[config.mk]
export PLATFORM = sky130hd
export DESIGN_NAME = conv_frame_sequencer
export DESIGN_NICKNAME = d
export VERILOG_FILES = /design/src/rtl/lenet_pkg.sv /design/src/rtl/sat_counter.sv /design/src/rtl/conv_frame_sequencer.sv
export SDC_FILE = /design/constraint.sdc
export NUM_CORES = 1
export LEC_CHECK = 0
export BUFFER_PORTS_ARGS = -buffer_cell sky130_fd_sc_hd__buf_2
export CELL_PAD_IN_SITES_DETAIL_PLACEMENT = 1
export CELL_PAD_IN_SITES_GLOBAL_PLACEMENT = 2
export CORE_AREA = 5 5 81 83
export DETAILED_ROUTE_END_ITERATION = 10
export DIE_AREA = 0 0 86 88
export GPL_ROUTABILITY_DRIVEN = 0
export PLACE_DENSITY = 0.89
export SLEW_MARGIN = 20
export SYNTH_ARGS = -nofsm -noshare
export SYNTH_HDL_FRONTEND = slang
export SYNTH_SLANG_ARGS = --single-unit
[constraint.sdc]
create_clock -name clk -period 3.5 [get_ports clk]
set_input_delay 0.7 -clock clk [delete_from_list [all_inputs] [get_ports clk]]
set_output_delay 0.7 -clock clk [all_outputs]
set_load 0.02 [all_outputs]
[src/rtl/lenet_pkg.sv]
// Shared definitions for the LeNet-5 conv front end: sequencer state encoding
// and frame-geometry helpers.
package lenet_pkg;

  localparam logic [2:0] ST_IDLE   = 3'd0;
  localparam logic [2:0] ST_CLEAR  = 3'd1;
  localparam logic [2:0] ST_STREAM = 3'd2;
  localparam logic [2:0] ST_DRAIN  = 3'd3;
  localparam logic [2:0] ST_DONE   = 3'd4;

  typedef enum logic [2:0] {
    S_IDLE   = ST_IDLE,
    S_CLEAR  = ST_CLEAR,
    S_STREAM = ST_STREAM,
    S_DRAIN  = ST_DRAIN,
    S_DONE   = ST_DONE
  } seq_state_e;

  // A 5x5 window fits (W-4) times across and (H-4) times down.
  function automatic int expected_windows(input int width, input int height);
    return (width - 4) * (height - 4);
  endfunction

  function automatic int clog2(input int value);
    int result;
    result = 0;
    while ((1 << result) < value) result++;
    return result;
  endfunction

endpackage

[src/rtl/sat_counter.sv]
// Up-counter with synchronous clear that sticks at all-ones instead of wrapping.
module sat_counter #(
  parameter int WIDTH = 16
) (
  input  logic             clk,
  input  logic             rst_n,
  input  logic             clr,
  input  logic             inc,
  output logic [WIDTH-1:0] count
);

  logic [WIDTH-1:0] count_reg;

  always_ff @(posedge clk or negedge rst_n) begin
    if (!rst_n) begin
      count_reg <= '0;
    end else if (clr) begin
      count_reg <= '0;
    end else if (inc && (count_reg != '1)) begin
      count_reg <= count_reg + 1'b1;
    end
  end

  assign count = count_reg;

endmodule

[src/rtl/conv_frame_sequencer.sv]
// Streams one raster-order frame from the pixel buffer into the 5x5 window
// generator, throttled by down_ready, and counts the windows that come back.
module conv_frame_sequencer
  import lenet_pkg::*;
#(
  parameter int IMG_WIDTH  = 32,
  parameter int IMG_HEIGHT = 32,
  parameter int PIX_BITS   = 8,
  parameter int ADDR_BITS  = 10,
  parameter int CNT_BITS   = 16
) (
  input  logic                 clk,
  input  logic                 rst_n,
  input  logic                 start,
  input  logic                 abort,
  output logic                 busy,
  output logic                 done,
  output logic                 aborted,
  output logic                 mem_rd_en,
  output logic [ADDR_BITS-1:0] mem_addr,
  input  logic [PIX_BITS-1:0]  mem_rd_data,
  output logic                 win_clr_n,
  output logic                 win_valid_in,
  output logic [PIX_BITS-1:0]  win_pix,
  input  logic                 win_valid_out,
  input  logic                 down_ready,
  output logic [CNT_BITS-1:0]  win_count
);

  localparam int NUM_PIX = IMG_WIDTH * IMG_HEIGHT;
  localparam logic [ADDR_BITS-1:0] LAST_ADDR = ADDR_BITS'(NUM_PIX - 1);
  localparam logic [CNT_BITS-1:0]  EXP_WIN   =
    CNT_BITS'(expected_windows(IMG_WIDTH, IMG_HEIGHT));

  seq_state_e           state_reg, state_next;
  logic [ADDR_BITS-1:0] addr_reg, addr_next;
  logic                 valid_reg;
  logic                 aborted_reg;
  logic                 abort_hit;
  logic                 count_clr;
  logic                 count_en;

  assign abort_hit = abort & (state_reg != S_IDLE);

  always_ff @(posedge clk or negedge rst_n) begin
    if (!rst_n) begin
      state_reg   <= S_IDLE;
      addr_reg    <= '0;
      valid_reg   <= 1'b0;
      aborted_reg <= 1'b0;
    end else begin
      state_reg   <= state_next;
      addr_reg    <= addr_next;
      // A read issued in the abort cycle is dropped on the pixel side.
      valid_reg   <= mem_rd_en & ~abort_hit;
      aborted_reg <= abort_hit;
    end
  end

  always_comb begin
    state_next = state_reg;
    addr_next  = addr_reg;
    busy       = (state_reg != S_IDLE);
    done       = 1'b0;
    mem_rd_en  = 1'b0;
    win_clr_n  = 1'b1;
    count_clr  = 1'b0;
    count_en   = 1'b0;
    case (state_reg)
      S_IDLE: begin
        if (start) state_next = S_CLEAR;
      end
      S_CLEAR: begin
        win_clr_n  = 1'b0;
        count_clr  = 1'b1;
        addr_next  = '0;
        state_next = S_STREAM;
      end
      S_STREAM: begin
        count_en  = 1'b1;
        mem_rd_en = down_ready;
        if (down_ready) begin
          addr_next = addr_reg + 1'b1;
          if (addr_reg == LAST_ADDR) state_next = S_DRAIN;
        end
      end
      S_DRAIN: begin
        count_en = 1'b1;
        if (win_count == EXP_WIN) state_next = S_DONE;
      end
      S_DONE: begin
        done       = ~abort;
        state_next = S_IDLE;
      end
      default: state_next = S_IDLE;
    endcase
    // Abort overrides every other transition.
    if (abort_hit) state_next = S_IDLE;
  end

  sat_counter #(
    .WIDTH(CNT_BITS)
  ) u_win_counter (
    .clk  (clk),
    .rst_n(rst_n),
    .clr  (count_clr),
    .inc  (win_valid_out & count_en),
    .count(win_count)
  );

  assign mem_addr     = addr_reg;
  assign win_valid_in = valid_reg;
  assign win_pix      = valid_reg ? mem_rd_data : '0;
  assign aborted      = aborted_reg;

endmodule

# Yosys cells after proc, flatten, opt, wreduce, memory -nomap -nowiden
# Cells that the tools add are included.
[totals]
in_bits = 14
out_inout_bits = 40
register_bits = 31
wordCells = 48
[classes]
reduce_logical = 8
eq_ne = 12
n_mux = 16
addsub = 2
bitwise = 5
[ops]
columns = ["operator", "count"]
rows = [
  ["$mux W16", 2],
  ["$pmux W10 S2", 1],
  ["$add A16 B1 Y16 const B", 1],
  ["$eq A16 B10 Y1 const B", 1],
  ["$ne A16 B16 Y1 const B", 1],
  ["$mux W3", 5],
  ["$ne A3 B3 Y1 const B", 4],
  ["$pmux W3 S4", 1],
  ["$add A10 B1 Y10 const B", 1],
  ["$eq A10 B10 Y1 const B", 1],
  ["$mux W10", 1],
  ["$mux W8", 1],
  ["$eq A3 B2 Y1 const B", 2],
  ["$mux W1", 5],
  ["$reduce_and A4 Y1", 1],
  ["$reduce_bool A2 Y1", 2],
  ["$and A1 B1 Y1", 3],
  ["$eq A3 B1 Y1 const B", 1],
  ["$eq A3 B3 Y1 const B", 1],
  ["$logic_not A3 Y1", 1],
  ["$reduce_bool A3 Y1", 1],
  ["$ne A2 B2 Y1 const B", 1],
  ["$not A1 Y1", 2],
  ["$reduce_and A2 Y1", 1],
  ["2 further kinds", 2],
]

# Logic depth before layout (Yosys ltp)
[depth]
ltp_word = 7
depth_mapped = 7
mapped_depth_nobuf = 6

# Modules after synthesis
# From an unflattened synthesis, not the netlist that was laid out.
[unflattened]
cells_unflattened = 189
hier_area_um2 = 1854.3
[by_module_without_submodules]
columns = ["module", "area_per_inst_um2", "instances", "seq_area_each_um2", "cells_per_inst"]
rows = [
  ["sat_counter", 942.2, 1, 400.4, 98],
  ["conv_frame_sequencer", 912.1, 1, 375.4, 91],
]

# Worst setup path before layout
# OpenSTA, ideal clock, no wires.
[synth_path]
kind = "input -> output"
start = "input abort"
end = "output done"
path_buffers = 0
stages = 1
setup_slack_ns = 1.361
t_required_ns = 2.800
arrival_time_ns = 1.439
path_cell_list = "nor4b_1"
[synth_between]
elab_chain_len = 2
[synth_lines]
columns = ["item", "line_no", "text"]
rows = [
  ["start, declared", "conv_frame_sequencer.sv:15", "input logic abort,"],
  ["$not A1 Y1", "conv_frame_sequencer.sv:92", "done = ~abort;"],
  ["$mux W1", "conv_frame_sequencer.sv:69", "case (state_reg)"],
  ["end, declared", "conv_frame_sequencer.sv:17", "output logic done,"],
]
# No other way between the ends.

# Final worst setup path
[layout_path]
start = "register state_reg[1]"
end = "output win_clr_n"
[layout_between]
elab_chain_len = 2
[layout_lines]
columns = ["item", "line_no", "text"]
rows = [
  ["start, declared", "conv_frame_sequencer.sv:35", "seq_state_e state_reg, state_next;"],
  ["start signal, assigned", "conv_frame_sequencer.sv:52", "state_reg <= state_next;"],
  ["$eq A3 B1 Y1", "conv_frame_sequencer.sv:69", ""],
  ["$mux W1", "conv_frame_sequencer.sv:69", ""],
  ["end, declared", "conv_frame_sequencer.sv:22", "output logic win_clr_n,"],
]
# No other way between the ends.

==> results.py <==
metrics = {
    "pwr": {
        "totalPowerFinal_uw": 1040,
        "ir_drop_uv": 228,
        "power.density_nw_per_um2": 467,
        "p_leak_uw": 0.00107,
    },
    "layout": {
        "fin_area_sq_um": 2230,
        "finalNetCount": 263,
        "largest_register_ffs": 16,
        "finalNonFillerCells": 320,
        "fill_cells": 705,
        "drive_above_1_share": 0.278,
        "num_antenna_cells": 0,
        "synthesis_to_finish_area_growth_pct": 21.8,
    },
    "synth": {
        "synthesized_netlist_net_count": 209,
        "synthesis.instances": 192,
        "post-synth-top-area-cell": "sky130_fd_sc_hd__dfrtp_1",
        "synth.yosys.seq_area_share": 0.423,
        "postSynth.asyncResetShare": 1.00,
        "synthDistinctLibCells": 47,
        "synth_area_sq_um": 1830,
        "synth-warning-count": 0,
        "post-synth-top-area-fraction": 0.423,
        "synth_edf_count": 0,
        "post_synth_main_area_contributors": "sky130_fd_sc_hd__dfrtp_1 (42%), sky130_fd_sc_hd__nand2_1 (3.9%), sky130_fd_sc_hd__a21oi_1 (3.5%), sky130_fd_sc_hd__mux2i_1 (3.3%), sky130_fd_sc_hd__o31ai_1 (3.3%)",
        "netlist_top_cells_count": "sky130_fd_sc_hd__dfrtp_1 (31), sky130_fd_sc_hd__nand2_1 (19), sky130_fd_sc_hd__a21oi_1 (13)",
        "postSynth.topFlopCell": "sky130_fd_sc_hd__dfrtp_1",
        "synth_most_common_cell": "sky130_fd_sc_hd__dfrtp_1",
        "synth.avg_cell_area_sq_um": 9.55,
        "synth-seq-cells": 31,
    },
    "clock_tree": {
        "clock_transition_at_the_register_clock_pins_on_the_worst_setup_and_hold_paths_after_cts_ns": 0.06,
        "clk-insertion-delay-late_ns": 0.28,
        "clock_path_buffers": 2,
        "clock_tree.htree_level_count": 2,
        "hold_buffers": 0,
        "cts_setup_buffers": 0,
        "ctsResizeCount": 0,
        "clk_root_buffer_cell": "sky130_fd_sc_hd__clkbuf_8",
        "tritoncts_num_sinks": 31,
        "numCtsBuffers": 5,
        "tritoncts_clock_tree": "done",
    },
    "die": {
        "die_area_sq_um": 7570,
        "die_w_microns": 86,
        "io_pins": 54,
        "row_count": 28,
        "placeableCoreArea_sq_um": 5780,
        "floorplan.initialDensity": 0.317,
        "dieHeight_microns": 88,
    },
    "worst_setup_path": {
        "critical_path_arrival_ns": 1.74,
        "worst-path-max-fanout": 18,
        "start_kind": "flip-flop",
        "timing.rr.end": "u_win_counter.count[9]$_DFFE_PN0P_",
        "reg2reg_slack_ns": 1.53,
        "worst_setup_end_kind": "primary output",
        "timing.setup.critical_path_class": "flip-flop to primary output",
        "reg_to_reg_critical_path_startpoint": "state_reg[1]$_DFFE_PN0P_",
        "worst-endpoint-required_ns": 2.80,
        "reg2reg_depth": 4,
    },
    "status": {
        "status": "finished, final reports clean",
    },
    "global_routing": {
        "grt_pass1_wl_microns": 8580,
        "grt_pass1_vias": 1759,
        "maximum_number_of_pins_on_one_net_before_global_route_repair": 32,
        "grt_use_total": 0.144,
        "globalRoute.totalOverflow": 0,
        "antenna_found_initial": 0,
    },
    "placement": {
        "placement.setup.worst_slack_ns": 1.34,
        "place_area_sq_um": 2160,
        "io_buffers": 53,
        "dp.cells": 314,
        "post-dp-hpwl_microns": 3820,
    },
    "timing": {
        "final_report_hold_violation_count": 0,
        "slew-limit-headroom": 0.516,
        "timing.fmax_mhz": 409,
        "final_period_minus_worst_setup_slack_ns": 2.44,
        "final.setup.worst_slack_ns": 1.06,
        "layout_worst_path_cycle_share": 0.698,
        "grt_setup_unrepaired": "false",
        "final_clock_skew_ns": 0.00464,
        "timing.setup.tns_ns": 0,
        "maxSlewViolCount": 0,
        "setup_viol": 0,
        "tightestPinTransition_ns": 0.726,
    },
    "job": {
        "drv.max_cap_violation_count": 0,
    },
    "route": {
        "1st_pass_router_iterations": 4,
        "routed_wire_length_per_instance_microns": 15.9,
        "remaining_drc_errors": 0,
        "num_vias": 1745,
        "initialDrtViolationCount": 70,
        "routed_wl_microns": 5100,
        "viasPerCell": 5.45,
        "final_antenna_net_count": 0,
    },
    "min_path": {
        "holdCritPathClass": "primary input to asynchronous set/reset pin",
    },
}
power breakdown:
part	internal [uW]	leakage, uW	switching (uW)	total [uW]
Sequential	394	0.000427	62.4	456
Clock	132	0.0000371	126	258
Combinational	121	0.000603	208	329
Total	647	0.00107	396	1040
area by class of cell:
type | count | area (sq um) | share of cell area
Multi-Input combinational cell | 147 | 991 | 0.444
Inverter | 7 | 26.3 | 0.0118
Timing Repair Buffer | 54 | 273 | 0.122
Sequential cell | 31 | 776 | 0.348
Clock buffer | 6 | 72.6 | 0.0325
Tap cell | 75 | 93.8 | 0.0420
layer usage:
metal,global-route usage,up-vias,part of all wire
li1,-,826,-
met1,0.178,866,0.43
met2,0.242,46,0.50
met3,0.0405,7,0.055
met4,0.0446,0,0.012
met5,0,-,0
worst max path at each step:
| stage | cells after the start | from | endpoint | slack, ns |
|---|---|---|---|---|
| 2_1_floorplan | 1 | abort | done | 1.36 |
| 3_3_place_gp | 4 | state_reg[1]$_DFFE_PN0P_ | win_clr_n | 1.40 |
| 3_5_place_dp | 4 | state_reg[1]$_DFFE_PN0P_ | win_clr_n | 1.34 |
| 4_1_cts | 4 | state_reg[1]$_DFFE_PN0P_ | win_clr_n | 1.03 |
| 5_1_grt | 4 | state_reg[0]$_DFFE_PN0P_ | win_clr_n | 0.91 |
| 6_report | 4 | state_reg[1]$_DFFE_PN0P_ | win_clr_n | 1.06 |
per-stage QoR:
stage / hold slack, ns / utilization
after floorplan: 0.404 / -
after global placement: 0.539 / 0.374
after detailed placement: 0.557 / 0.374
after CTS: 0.497 / 0.386
after global routing: 0.532 / 0.386
final: 0.473 / 0.386
cell usage in the layout (no fill, tap or decap), types with 3 or more instances in the layout:
| cell type | n |
|---|---|
| sky130_fd_sc_hd__buf_2 | 53 |
| sky130_fd_sc_hd__dfrtp_1 | 31 |
| sky130_fd_sc_hd__nand2_1 | 19 |
| sky130_fd_sc_hd__a21oi_1 | 13 |
| sky130_fd_sc_hd__nor2_1 | 10 |
| sky130_fd_sc_hd__nand3_1 | 10 |
| sky130_fd_sc_hd__o21ai_0 | 10 |
| sky130_fd_sc_hd__and2_1 | 9 |
| sky130_fd_sc_hd__o31ai_1 | 8 |
| sky130_fd_sc_hd__inv_1 | 7 |
| sky130_fd_sc_hd__nand4_1 | 7 |
| sky130_fd_sc_hd__or4_1 | 7 |
| sky130_fd_sc_hd__mux2i_1 | 6 |
| sky130_fd_sc_hd__clkbuf_8 | 5 |
| sky130_fd_sc_hd__or3_1 | 4 |
| sky130_fd_sc_hd__nor4_1 | 4 |
| sky130_fd_sc_hd__and4_1 | 3 |
| sky130_fd_sc_hd__nor3_1 | 3 |
| sky130_fd_sc_hd__ha_1 | 3 |
critical path, cell delays in order, from the launching register on:
cell and delay [ns]:
sky130_fd_sc_hd__dfrtp_1 0.55, sky130_fd_sc_hd__nor3b_4 0.23, sky130_fd_sc_hd__buf_4 0.26, sky130_fd_sc_hd__inv_1 0.20, sky130_fd_sc_hd__buf_2 0.21
cells by family (layout without fill, tap and decap cells):
group	count (synthesis)	after routing	synth area share
adders and majority gates	3	3	0.0205
AOI/OAI and AO/OA	40	40	0.143
muxes	6	6	0.0328
DFF	31	31	0.423
xor gates and xnor gates	3	3	0.0143
buffers and inverters	14	67	0.0362
and+or+nand+nor	95	95	0.330
No activity file was read; power rests on OpenSTA's default activity.
